===== config.mk =====
export PLATFORM = sky130hd
export DESIGN_NAME = fxp_mul_pipe_flat
export DESIGN_NICKNAME = d
export VERILOG_FILES = /design/src/rtl/fxp_mul_pipe_if.sv /design/src/rtl/fxp_mul_pipe.sv /design/src/flat_wrapper.sv
export SDC_FILE = /design/constraint.sdc
export NUM_CORES = 1
export LEC_CHECK = 0
export CORE_MARGIN = 2
export CORE_UTILIZATION = 41
export DETAILED_ROUTE_END_ITERATION = 7
export GPL_TIMING_DRIVEN = 0
export SYNTH_ARGS = -nofsm -noshare
export SYNTH_HDL_FRONTEND = slang
export SYNTH_SLANG_ARGS = --single-unit

===== constraint.sdc =====
create_clock -name clk -period 16.8 [get_ports clk]
set_clock_uncertainty 0.15 [all_clocks]
set_input_delay 1.68 -clock clk [delete_from_list [all_inputs] [get_ports clk]]
set_output_delay 1.68 -clock clk [all_outputs]
set_load 0.005 [all_outputs]

===== src/rtl/fxp_mul_pipe_if.sv =====
// Handshake bundle for the pipelined fixed-point multiplier: operand/result
// valid/ready channels plus the saturation statistics controls.
interface fxp_mul_pipe_if #(
  parameter int N     = 16,
  parameter int CNT_W = 16
);
  logic             in_valid;
  logic             in_ready;
  logic [N-1:0]     a;
  logic [N-1:0]     b;
  logic             out_valid;
  logic             out_ready;
  logic [N-1:0]     result;
  logic             ovf;
  logic [CNT_W-1:0] ovf_cnt;
  logic             cnt_clr;

  modport master (
    output in_valid, a, b, out_ready, cnt_clr,
    input  in_ready, out_valid, result, ovf, ovf_cnt
  );

  modport slave (
    input  in_valid, a, b, out_ready, cnt_clr,
    output in_ready, out_valid, result, ovf, ovf_cnt
  );
endinterface


===== src/rtl/fxp_mul_pipe.sv =====
// 3-stage signed Q(N-FRAC).FRAC multiplier: sign/magnitude split, split partial
// product multiply, then round + symmetric saturation, with an overflow event counter.
module fxp_mul_pipe #(
  parameter int N     = 16,
  parameter int FRAC  = 8,
  parameter int ROUND = 1,
  parameter int CNT_W = 16
) (
  input  logic            clk,
  input  logic            rst_n,
  fxp_mul_pipe_if.slave   bus
);
  localparam int STAGES = 3;
  localparam int H      = N / 2;
  localparam int W      = 2 * N;

  localparam logic [N-1:0]     ONE  = N'(1);
  localparam logic [W-1:0]     MAXW = {{(N+1){1'b0}}, {(N-1){1'b1}}};
  localparam logic [N-1:0]     MAXP = {1'b0, {(N-1){1'b1}}};
  localparam logic [N-1:0]     MAXN = {1'b1, {(N-2){1'b0}}, 1'b1};
  localparam logic [CNT_W-1:0] CONE = CNT_W'(1);

  logic [STAGES:1] vld_q;
  logic            adv;

  // Single global stall: every stage moves together, bubbles are kept.
  assign adv = !vld_q[STAGES] | bus.out_ready;

  // S1: sign and magnitudes; |-2^(N-1)| still fits as unsigned N bits.
  logic [N-1:0] ma_d, mb_d, ma_q, mb_q;
  logic         sgn1_q, zro1_q;

  assign ma_d = bus.a[N-1] ? (~bus.a + ONE) : bus.a;
  assign mb_d = bus.b[N-1] ? (~bus.b + ONE) : bus.b;

  // S2: four half-width partial products summed at full 2N width.
  logic [N-1:0] pp_hh, pp_hl, pp_lh, pp_ll;
  logic [W-1:0] p_d, p_q;
  logic         sgn2_q, zro2_q;

  assign pp_hh = {{H{1'b0}}, ma_q[N-1:H]} * {{H{1'b0}}, mb_q[N-1:H]};
  assign pp_hl = {{H{1'b0}}, ma_q[N-1:H]} * {{H{1'b0}}, mb_q[H-1:0]};
  assign pp_lh = {{H{1'b0}}, ma_q[H-1:0]} * {{H{1'b0}}, mb_q[N-1:H]};
  assign pp_ll = {{H{1'b0}}, ma_q[H-1:0]} * {{H{1'b0}}, mb_q[H-1:0]};

  assign p_d = {pp_hh, {N{1'b0}}}
             + ({{N{1'b0}}, pp_hl} << H)
             + ({{N{1'b0}}, pp_lh} << H)
             + {{N{1'b0}}, pp_ll};

  // S3: scale, round half away from zero on the magnitude, then saturate.
  logic [W-1:0] m_d;
  logic [N-1:0] res_d, res_q;
  logic         ovf_d, ovf_q;
  logic         unused_p;

  assign unused_p = ^p_q;

  generate
    if (ROUND != 0 && FRAC > 0) begin : g_rnd
      assign m_d = (p_q >> FRAC) + {{(W-1){1'b0}}, p_q[FRAC-1]};
    end else begin : g_trunc
      assign m_d = p_q >> FRAC;
    end
  endgenerate

  always_comb begin
    ovf_d = 1'b0;
    res_d = '0;
    if (!zro2_q) begin
      if (m_d > MAXW) begin
        ovf_d = 1'b1;
        res_d = sgn2_q ? MAXN : MAXP;
      end else begin
        res_d = sgn2_q ? (~m_d[N-1:0] + ONE) : m_d[N-1:0];
      end
    end
  end

  logic [CNT_W-1:0] cnt_q;
  logic             ovf_evt;

  assign ovf_evt = vld_q[STAGES] & bus.out_ready & ovf_q;

  always_ff @(posedge clk or negedge rst_n) begin
    if (!rst_n) begin
      vld_q  <= '0;
      ma_q   <= '0;
      mb_q   <= '0;
      sgn1_q <= 1'b0;
      zro1_q <= 1'b0;
      p_q    <= '0;
      sgn2_q <= 1'b0;
      zro2_q <= 1'b0;
      res_q  <= '0;
      ovf_q  <= 1'b0;
      cnt_q  <= '0;
    end else begin
      if (adv) begin
        vld_q  <= {vld_q[STAGES-1:1], bus.in_valid};
        ma_q   <= ma_d;
        mb_q   <= mb_d;
        sgn1_q <= bus.a[N-1] ^ bus.b[N-1];
        zro1_q <= (bus.a == '0) | (bus.b == '0);
        p_q    <= p_d;
        sgn2_q <= sgn1_q;
        zro2_q <= zro1_q;
        res_q  <= res_d;
        ovf_q  <= ovf_d;
      end
      // Clear wins over a coincident event; counter sticks at all-ones.
      if (bus.cnt_clr)
        cnt_q <= '0;
      else if (ovf_evt && !(&cnt_q))
        cnt_q <= cnt_q + CONE;
    end
  end

  assign bus.in_ready  = adv;
  assign bus.out_valid = vld_q[STAGES];
  assign bus.result    = res_q;
  assign bus.ovf       = ovf_q;
  assign bus.ovf_cnt   = cnt_q;
endmodule


===== src/flat_wrapper.sv =====
// flat-port wrapper written by rule: the top's interface ports become plain ports
module fxp_mul_pipe_flat 
#(
  parameter int N     = 16,
  parameter int FRAC  = 8,
  parameter int ROUND = 1,
  parameter int CNT_W = 16
)
  (clk, rst_n, bus_in_valid, bus_a, bus_b, bus_out_ready, bus_cnt_clr, bus_in_ready, bus_out_valid, bus_result, bus_ovf, bus_ovf_cnt);
  fxp_mul_pipe_if #(.N(N), .CNT_W(CNT_W)) bus_i ();
  input  logic clk;
  input  logic rst_n;
  input wire logic [$bits(bus_i.in_valid)-1:0] bus_in_valid;
  input wire logic [$bits(bus_i.a)-1:0] bus_a;
  input wire logic [$bits(bus_i.b)-1:0] bus_b;
  input wire logic [$bits(bus_i.out_ready)-1:0] bus_out_ready;
  input wire logic [$bits(bus_i.cnt_clr)-1:0] bus_cnt_clr;
  output wire logic [$bits(bus_i.in_ready)-1:0] bus_in_ready;
  output wire logic [$bits(bus_i.out_valid)-1:0] bus_out_valid;
  output wire logic [$bits(bus_i.result)-1:0] bus_result;
  output wire logic [$bits(bus_i.ovf)-1:0] bus_ovf;
  output wire logic [$bits(bus_i.ovf_cnt)-1:0] bus_ovf_cnt;
  assign bus_i.in_valid = bus_in_valid;
  assign bus_i.a = bus_a;
  assign bus_i.b = bus_b;
  assign bus_i.out_ready = bus_out_ready;
  assign bus_i.cnt_clr = bus_cnt_clr;
  assign bus_in_ready = bus_i.in_ready;
  assign bus_out_valid = bus_i.out_valid;
  assign bus_result = bus_i.result;
  assign bus_ovf = bus_i.ovf;
  assign bus_ovf_cnt = bus_i.ovf_cnt;
  fxp_mul_pipe #(.N(N), .FRAC(FRAC), .ROUND(ROUND), .CNT_W(CNT_W)) u_core (.clk(clk), .rst_n(rst_n), .bus(bus_i));
endmodule

# Word level (Yosys, flattened, before mapping)
# Index checks and enable logic that the tools add are counted.
classes:
  n_lt_le_gt_ge: 1
  bitwise: 8
  multipliers: 4
  n_mux: 10
  reduce_logical: 7
  eq_ne: 0
  n_div: 0
  shifts: 0
  n_addsub: 8
op_table:
  columns: ["cell", "n"]
  rows:
  - ["$mux W16", 8]
  - ["$add A16 B1 Y16 const B", 4]
  - ["$add A32 B24 Y32", 2]
  - ["$mul A8 B8 Y16", 4]
  - ["$not A16 Y16", 3]
  - ["$add A32 B16 Y32", 1]
  - ["$gt A32 B15 Y1 const B", 1]
  - ["$logic_not A16 Y1", 2]
  - ["$add A24 B1 Y25", 1]
  - ["$reduce_and A16 Y1", 1]
  - ["$and A1 B1 Y1", 2]
  - ["$logic_not A1 Y1", 2]
  - ["$mux W1", 2]
  - ["$or A1 B1 Y1", 2]
  - ["$reduce_bool A2 Y1", 1]
  - ["$logic_and A1 B1 Y1", 1]
  - ["$xor A1 B1 Y1", 1]
totals:
  ramBits: 0
  output_inout_bits: 35
  latch_bits: 0
  ff_bits: 104
  n_memories: 0
  input_bits: 37
  wordCells: 49
  mem_bits_ro: 0

# Depth between registers and ports, before layout
# Gate-level depths: netlist of run 1.
logic_depth:
  ltp_word: 6
  ltp_mapped: 32
  ltp_nobuf: 31

# Worst setup path before layout of run 1
# Ideal clock, no wire load.
synth_timing:
  path_type: "flip-flop to flip-flop"
  start: "register u_core.mb_q[7]"
  end: "register u_core.p_q[28]"
  path_stages_with_launch: 32
  setup_slack_ns: 9.333
  period_less_slack_ns: 7.467
  path_buffers: 1
  t_arrival_ns: 7.184
  setup_ns: 0.133
  required_ns: 16.517
  path_cell_list: "dfrtp_1 > clkbuf_1 > nand2_1 > fa_1 > fa_1 > inv_1 > fa_1 > inv_1 > fa_1 > inv_1 > ha_1 > inv_1 > o21bai_1 > a21oi_1 > o21bai_1 > a41oi_1 > nor2b_1 > xnor2_1 > ha_1 > ha_1 > inv_1 > fa_1 > inv_1 > ha_1 > a21o_1 > or3_1 > o211a_1 > a211oi_2 > a21oi_1 > and2_1 > xnor2_1 > o21ai_0"
synth_via:
  elab_chain_len: 4
  elab_cells_between_ends: 5
  classes_between: "add/sub: 3; mul: 2"
synth_lines:
  columns: ["item", "line_no", "rtl"]
  rows:
  - ["start, declared", "fxp_mul_pipe.sv:30", "logic [N-1:0] ma_d, mb_d, ma_q, mb_q;"]
  - ["start signal, assigned", "fxp_mul_pipe.sv:102", "mb_q <= mb_d;"]
  - ["$mul A8 B8 Y16", "fxp_mul_pipe.sv:42", "assign pp_hl = {{H{1'b0}}, ma_q[N-1:H]} * {{H{1'b0}}, mb_q[H-1:0]};"]
  - ["$add A32 B24 Y32", "fxp_mul_pipe.sv:47", "+ ({{N{1'b0}}, pp_hl} << H)"]
  - ["$add A32 B24 Y32", "fxp_mul_pipe.sv:48", "+ ({{N{1'b0}}, pp_lh} << H)"]
  - ["$add A32 B16 Y32 (*)", "fxp_mul_pipe.sv:49", "+ {{N{1'b0}}, pp_ll};"]
  - ["end signal, assigned", "fxp_mul_pipe.sv:105", "p_q <= p_d;"]
  - ["end, declared", "fxp_mul_pipe.sv:38", "logic [W-1:0] p_d, p_q;"]
# Mark *: on every way between the ends. The rest lies on a longest branch, timed or not.
# A chain may end at the register's enable or synchronous reset.

# Worst setup path after layout of run 1
layout_timing:
  start: "register u_core.ma_q[8]"
  end: "register u_core.p_q[30]"
layout_via:
  elab_chain_len: 4
  elab_cells_between_ends: 5
  classes_between: "add/sub: 3; mul: 2"
layout_lines:
  columns: ["item", "line_no", "rtl"]
  rows:
  - ["start, declared", "fxp_mul_pipe.sv:30", null]
  - ["start signal, assigned", "fxp_mul_pipe.sv:101", "ma_q <= ma_d;"]
  - ["$mul A8 B8 Y16, on equally long branches", "fxp_mul_pipe.sv:42, fxp_mul_pipe.sv:41", null]
  - ["$add A32 B24 Y32 (*)", "fxp_mul_pipe.sv:47", null]
  - ["$add A32 B24 Y32 (*)", "fxp_mul_pipe.sv:48", null]
  - ["$add A32 B16 Y32 (*)", "fxp_mul_pipe.sv:49", null]
# Marks and branches as above.

==> reports/summary.txt, run 1 <==
status -> complete, no violations
DR WL/cell -> 18.4 µm
FFs w/ async S/R, synth -> 100%
most common cell after layout, fill and taps aside -> inv_1
die area -> 38400 µm²
critical path data required time -> 16890 ps
Die H -> 196 µm
worst-margin pin slew -> 1010 ps
hold buffer count at CTS -> 0
sequential cell area -> 2430 µm²
Sum Neg Setup Slack -> 0 ps
min Tclk post-route -> 8830 ps
number of flops mapped to enable cells by yosys -> 0
CTS H-Tree Depth -> 3
worst reg2reg startpoint -> u_core.ma_q[8]
Synth Net Count -> 2140
PortBufs -> 69
CP Capture Type -> flop
Top Metal Used -> met4
area leader, netlist -> fa_1
Nets -> 2221
Max transition margin -> 32.4%
global-route wire length before repair -> 68.3 mm
residual DRC count -> 0
Slew Limit Fails -> 0
proportion of netlist area held by the largest area contributor -> 22.0%
Initial Util -> 41.4%
commonest non-fill, non-tap cells in the layout -> inv_1, and2_1, ha_1, nand2_1, fa_1
Pre-antenna DRT Iters -> 5
Mean Syn Cell Area -> 8.63 µm²
Met2 Wirelength -> 19.7 mm
CTS root buffer -> clkbuf_16
CP startpoint kind -> flop
CP delay by family, top -> adder cells
endpoints failing setup -> 0
cell count after synthesis -> 1750
TritonCTS clock tree -> done
PostCTS Resize Cnt -> 0
Worst EP arrival -> 8920 ps
Yosys reg bits -> 97
Die Span X -> 196 µm
DP HPWL -> 34.4 mm
count of unique library cells instantiated by Yosys -> 67
area occupied by multi-input gates -> 11400 µm²
max cap viols -> 0
clk slew on worst S/H paths -> 80 ps
Core Rows -> 70
maximum clock rate -> 113 MHz
HP Start -> u_core.vld_q[2]
routability cong. -> 0.901
Final Cycle Share -> 52.5%
critical path fanouts, max -> 10
fillers -> 3584
CP peak stage delay -> 590 ps
I/O pin cnt -> 72
Syn Std Cell Area -> 15100 µm²
RSZ-0062 raised after global routing -> false
largest net degree at the start of global routing -> 67
most frequent CP cell -> inv_1
main flop type after synthesis -> dfrtp_1
met3 wire length -> 2.29 mm
WL met1 -> 18.6 mm
initial antenna violation count -> 1
final hold violations -> 0
Synthesis Warnings -> 0
Setup CP Type -> reg2reg
HP Class -> reg2reg
Num Clock Sinks -> 97
worst path bufs/invs -> 7
vias in the first global route -> 12514
slowest stage cell, crit path -> dfrtp_1
Starting DRT DRC Count -> 835
ant diodes -> 0
P&R area growth vs syn -> 10.7%
top cells by area, synth -> fa_1, dfrtp_1, ha_1
Skew-Pair Late Insertion Delay -> 370 ps
Min Hold Slack -> 326 ps
Vias/cell -> 5.35
part of the Yosys area used for sequential elements -> 16.1%
global route overflow -> 0
layout cells sized above 1 -> 2.89%
Core ar. -> 36400 µm²
via count -> 12331
Critical Path Source -> u_core.ma_q[8]
Setup Buffers After CTS -> 0
GRT Overall Usage -> 22.9%
Max Root-Sink Buffers -> 2
Detailed Route WL -> 42.3 mm
total CTS buffers -> 9
antenna viol nets, final -> 0
[worst reg2reg max path, delay by kind of cell, from the launching register on]
family          cells  cell delay, ps
fa+ha+maj           9            3900
compound gates      9            1780
buf+inv             7             820
simple gates        4             810
xor+xnor            2             650
flops               1             590
[state kept, by name, summed over array words and instances (netlist names), 3 cells and up]
| register | flops |
|---|---|
| u_core.p_q | 25 |
| u_core.bus.ovf_cnt | 16 |
| u_core.bus.result | 16 |
| u_core.ma_q | 16 |
| u_core.mb_q | 16 |
| u_core.vld_q | 3 |
[logic make-up after synthesis]
| family | after synthesis | share of synthesized area, % |
|---|---|---|
| flops | 97 | 16.1 |
| buf+inv | 339 | 8.52 |
| mux | 12 | 0.820 |
| xor+xnor | 108 | 6.26 |
| compound gates | 259 | 10.7 |
| fa+ha+maj | 353 | 37.5 |
| simple gates | 582 | 20.2 |
[path summary, 6_finish.rpt]
| kind | to | slack [ps] | cells after the start |
|---|---|---|---|
| worst min-delay path | u_core.vld_q[3] | 330 | 1 |
| worst max register to register | u_core.p_q[30] | 7970 | 31 |
| worst max-delay path | u_core.p_q[30] | 7970 | 31 |
| min in group asynchronous | u_core.bus.ovf_cnt[14] | 1090 | 1 |
| worst min register to register | u_core.vld_q[3] | 330 | 1 |
| max in group asynchronous | u_core.mb_q[14] | 14670 | 2 |
[synthesized netlist by cell type, types with 4 or more instances]
cell type    n
nor2b_1     11
nand2_1    178
or2_2        7
xor2_1      55
and4_1       9
and3b_1      4
a21oi_1     73
o21ai_1     15
nor2_1      66
nand3_1     32
inv_1      270
nor3_1      21
fa_1       166
nand2b_1    10
o21ai_0     70
o211ai_1     7
and3_1       6
dfrtp_1     97
mux2i_1      9
nor4_1       5
xnor2_1     53
o31ai_1     14
a21boi_0     4
o41ai_1      7
ha_1       187
clkbuf_1    54
a21o_1      13
and2_1     196
o21bai_1     8
a211oi_1     6
or4_1        5
o21a_1      10
buf_2       11
or3_1       15
nand4_1      8
[metal layers]
metal	vias to the layer above	GRT usage, %
li1	5819	-
met1	6164	30.6
met2	287	38.1
met3	61	2.97
met4	0	8.47
met5	-	0
[final cells by class]
cell class                 count  area share (%)
buffer                        67            1.59
multi-input combinational   1314            68.1
sequential                    97            14.5
clock inverter                 7           0.546
tap                          468            3.50
timing repair buffer          70            4.28
clock buffer                   9            1.35
inverter                     272            6.11
[stage by stage]
step	utilization, %	setup slack [ps]	std cells	instance area (µm²)
final	45.9	7970	2304	16700
after global routing	45.9	7590	2304	16700
after CTS	45.9	7960	2304	16700
after detailed placement	45.0	7980	2288	16400
after global placement	45.0	8040	2287	16400
after floorplan	-	9330	1750	15100
Power of run 1 is not shown: default switching activity piles up to over one toggle a cycle in this logic, so the estimate is an artifact.
==> inputs of run 2 (changes only) <==
- clock period: 16.8 -> 8.6 ns (I/O delays scaled with it)
==> run 2 against run 1 <==
Effect of this change:
- sequential cell count unchanged
- hold slack worse by 55 ps
- first-iteration DRC count decreased by 3.1%
- worst setup slack got worse by 7700 ps
- utilization increased by 0.11 points
- non-clock buffer count fell by 3
- global-route usage barely moved
- routed wire length fell by 0.14%
- register-to-register slack lost 7700 ps
- via count fell by 0.39%
- critical endpoint unchanged
==> reports/summary.txt, run 2 (synthesis results as in run 1) <==
DP Area -> 16400 µm²
Max transition margin -> 30.7%
I/O pin cnt -> 72
HP Class -> in2async
initial antenna violation count -> 1
Starting DRT DRC Count -> 809
DR WL/cell -> 18.4 µm
Initial Util -> 41.4%
Nets -> 2218
Detailed Route WL -> 42.3 mm
Setup Buffers After CTS -> 0
residual DRC count -> 0
via count -> 12283
global route overflow -> 0
global-route wire length before repair -> 68.4 mm
most common cell after layout, fill and taps aside -> inv_1
Setup CP Type -> reg2reg
critical path data required time -> 8690 ps
maximum clock rate -> 121 MHz
Slew Limit Fails -> 0
Worst EP arrival -> 8380 ps
Num Clock Sinks -> 97
critical path fanouts, max -> 10
CTS root buffer -> clkbuf_16
CP peak stage delay -> 560 ps
routability cong. -> 0.901
DP HPWL -> 34.4 mm
Final Cycle Share -> 96.4%
Core ar. -> 36400 µm²
slowest stage cell, crit path -> fa_1
status -> complete, no violations
max cap viols -> 0
Met2 Wirelength -> 19.8 mm
worst reg2reg startpoint -> u_core.ma_q[8]
TritonCTS clock tree -> done
final hold violations -> 0
Sum Neg Setup Slack -> 0 ps
total CTS buffers -> 9
Vias/cell -> 5.34
antenna viol nets, final -> 0
WL met1 -> 18.4 mm
vias in the first global route -> 12508
Max Root-Sink Buffers -> 2
layout cells sized above 1 -> 3.98%
fin area -> 16800 µm²
GRT Overall Usage -> 22.9%
Most flops, register -> u_core.p_q
ant diodes -> 0
met3 wire length -> 2.46 mm
Core Rows -> 70
PortBufs -> 69
most frequent CP cell -> inv_1
Pre-antenna DRT Iters -> 5
endpoints failing setup -> 0
commonest non-fill, non-tap cells in the layout -> inv_1, and2_1, ha_1, nand2_1, fa_1
P&R area growth vs syn -> 11.0%
largest net degree at the start of global routing -> 67
die area -> 38400 µm²
clk slew on worst S/H paths -> 90 ps
Critical Path Source -> u_core.ma_q[8]
CP startpoint kind -> flop
Skew-Pair Late Insertion Delay -> 370 ps
Die H -> 196 µm
Min Hold Slack -> 270 ps
CP Capture Type -> flop
max reg flops -> 25
worst-margin pin slew -> 1040 ps
Top Metal Used -> met4
min Tclk post-route -> 8290 ps
CTS H-Tree Depth -> 3
Die Span X -> 196 µm
==> run 2: layer usage <==
layer	vias to the layer above	GRT usage (%)
li1	5811	-
met4	0	8.59
met3	54	3.03
met2	304	38.0
met1	6114	30.6
met5	-	0
==> run 2: final cells by class <==
cell class                 instances  area, µm²
inverter                         272       1020
multi-input combinational       1314      11400
sequential                        97       2430
fill                            3580      19700
timing repair buffer              70        716
clock inverter                     7       91.3
clock buffer                       9        225
tap                              468        586
buffer                            64        269
==> run 2: worst max-delay path: cells and delay by family (launching register included) <==
family                     cells  cell delay, ps
AOI/OAI and AO/OA              9            1780
xor gates and xnor gates       2             380
adders and majority gates      9            3850
buffers and inverters          7             650
DFF                            1             500
and+or+nand+nor                4             800
==> run 2: stage by stage <==
| stage | utilization, % | worst slack [ps] | cells |
|---|---|---|---|
| after detailed placement | 45.0 | -215 | 2288 |
| final | 46.0 | 312 | 2301 |
| after global placement | 45.0 | -161 | 2287 |
| after CTS | 45.9 | 59.2 | 2304 |
| after floorplan | - | 1130 | 1750 |
| after global routing | 46.0 | -6.00 | 2301 |
==> run 2: worst paths after layout <==
check | to | slack, ps | cells past startpoint
max | u_core.p_q[30] | 310 | 31
min | u_core.bus.ovf_cnt[14] | 270 | 1
max reg2reg | u_core.p_q[30] | 310 | 31
min reg2reg | u_core.vld_q[3] | 330 | 1
max in group asynchronous | u_core.mb_q[7] | 7270 | 2
min in group clk | u_core.vld_q[3] | 330 | 1
==> run 2: timing repair <==
item,4_1_cts,5_1_grt
endpoints found under the setup margin,6,7
resized for setup,10,17
hold buffers,0,0
pin swaps,0,0
Power of run 2 is left out for the same reason.
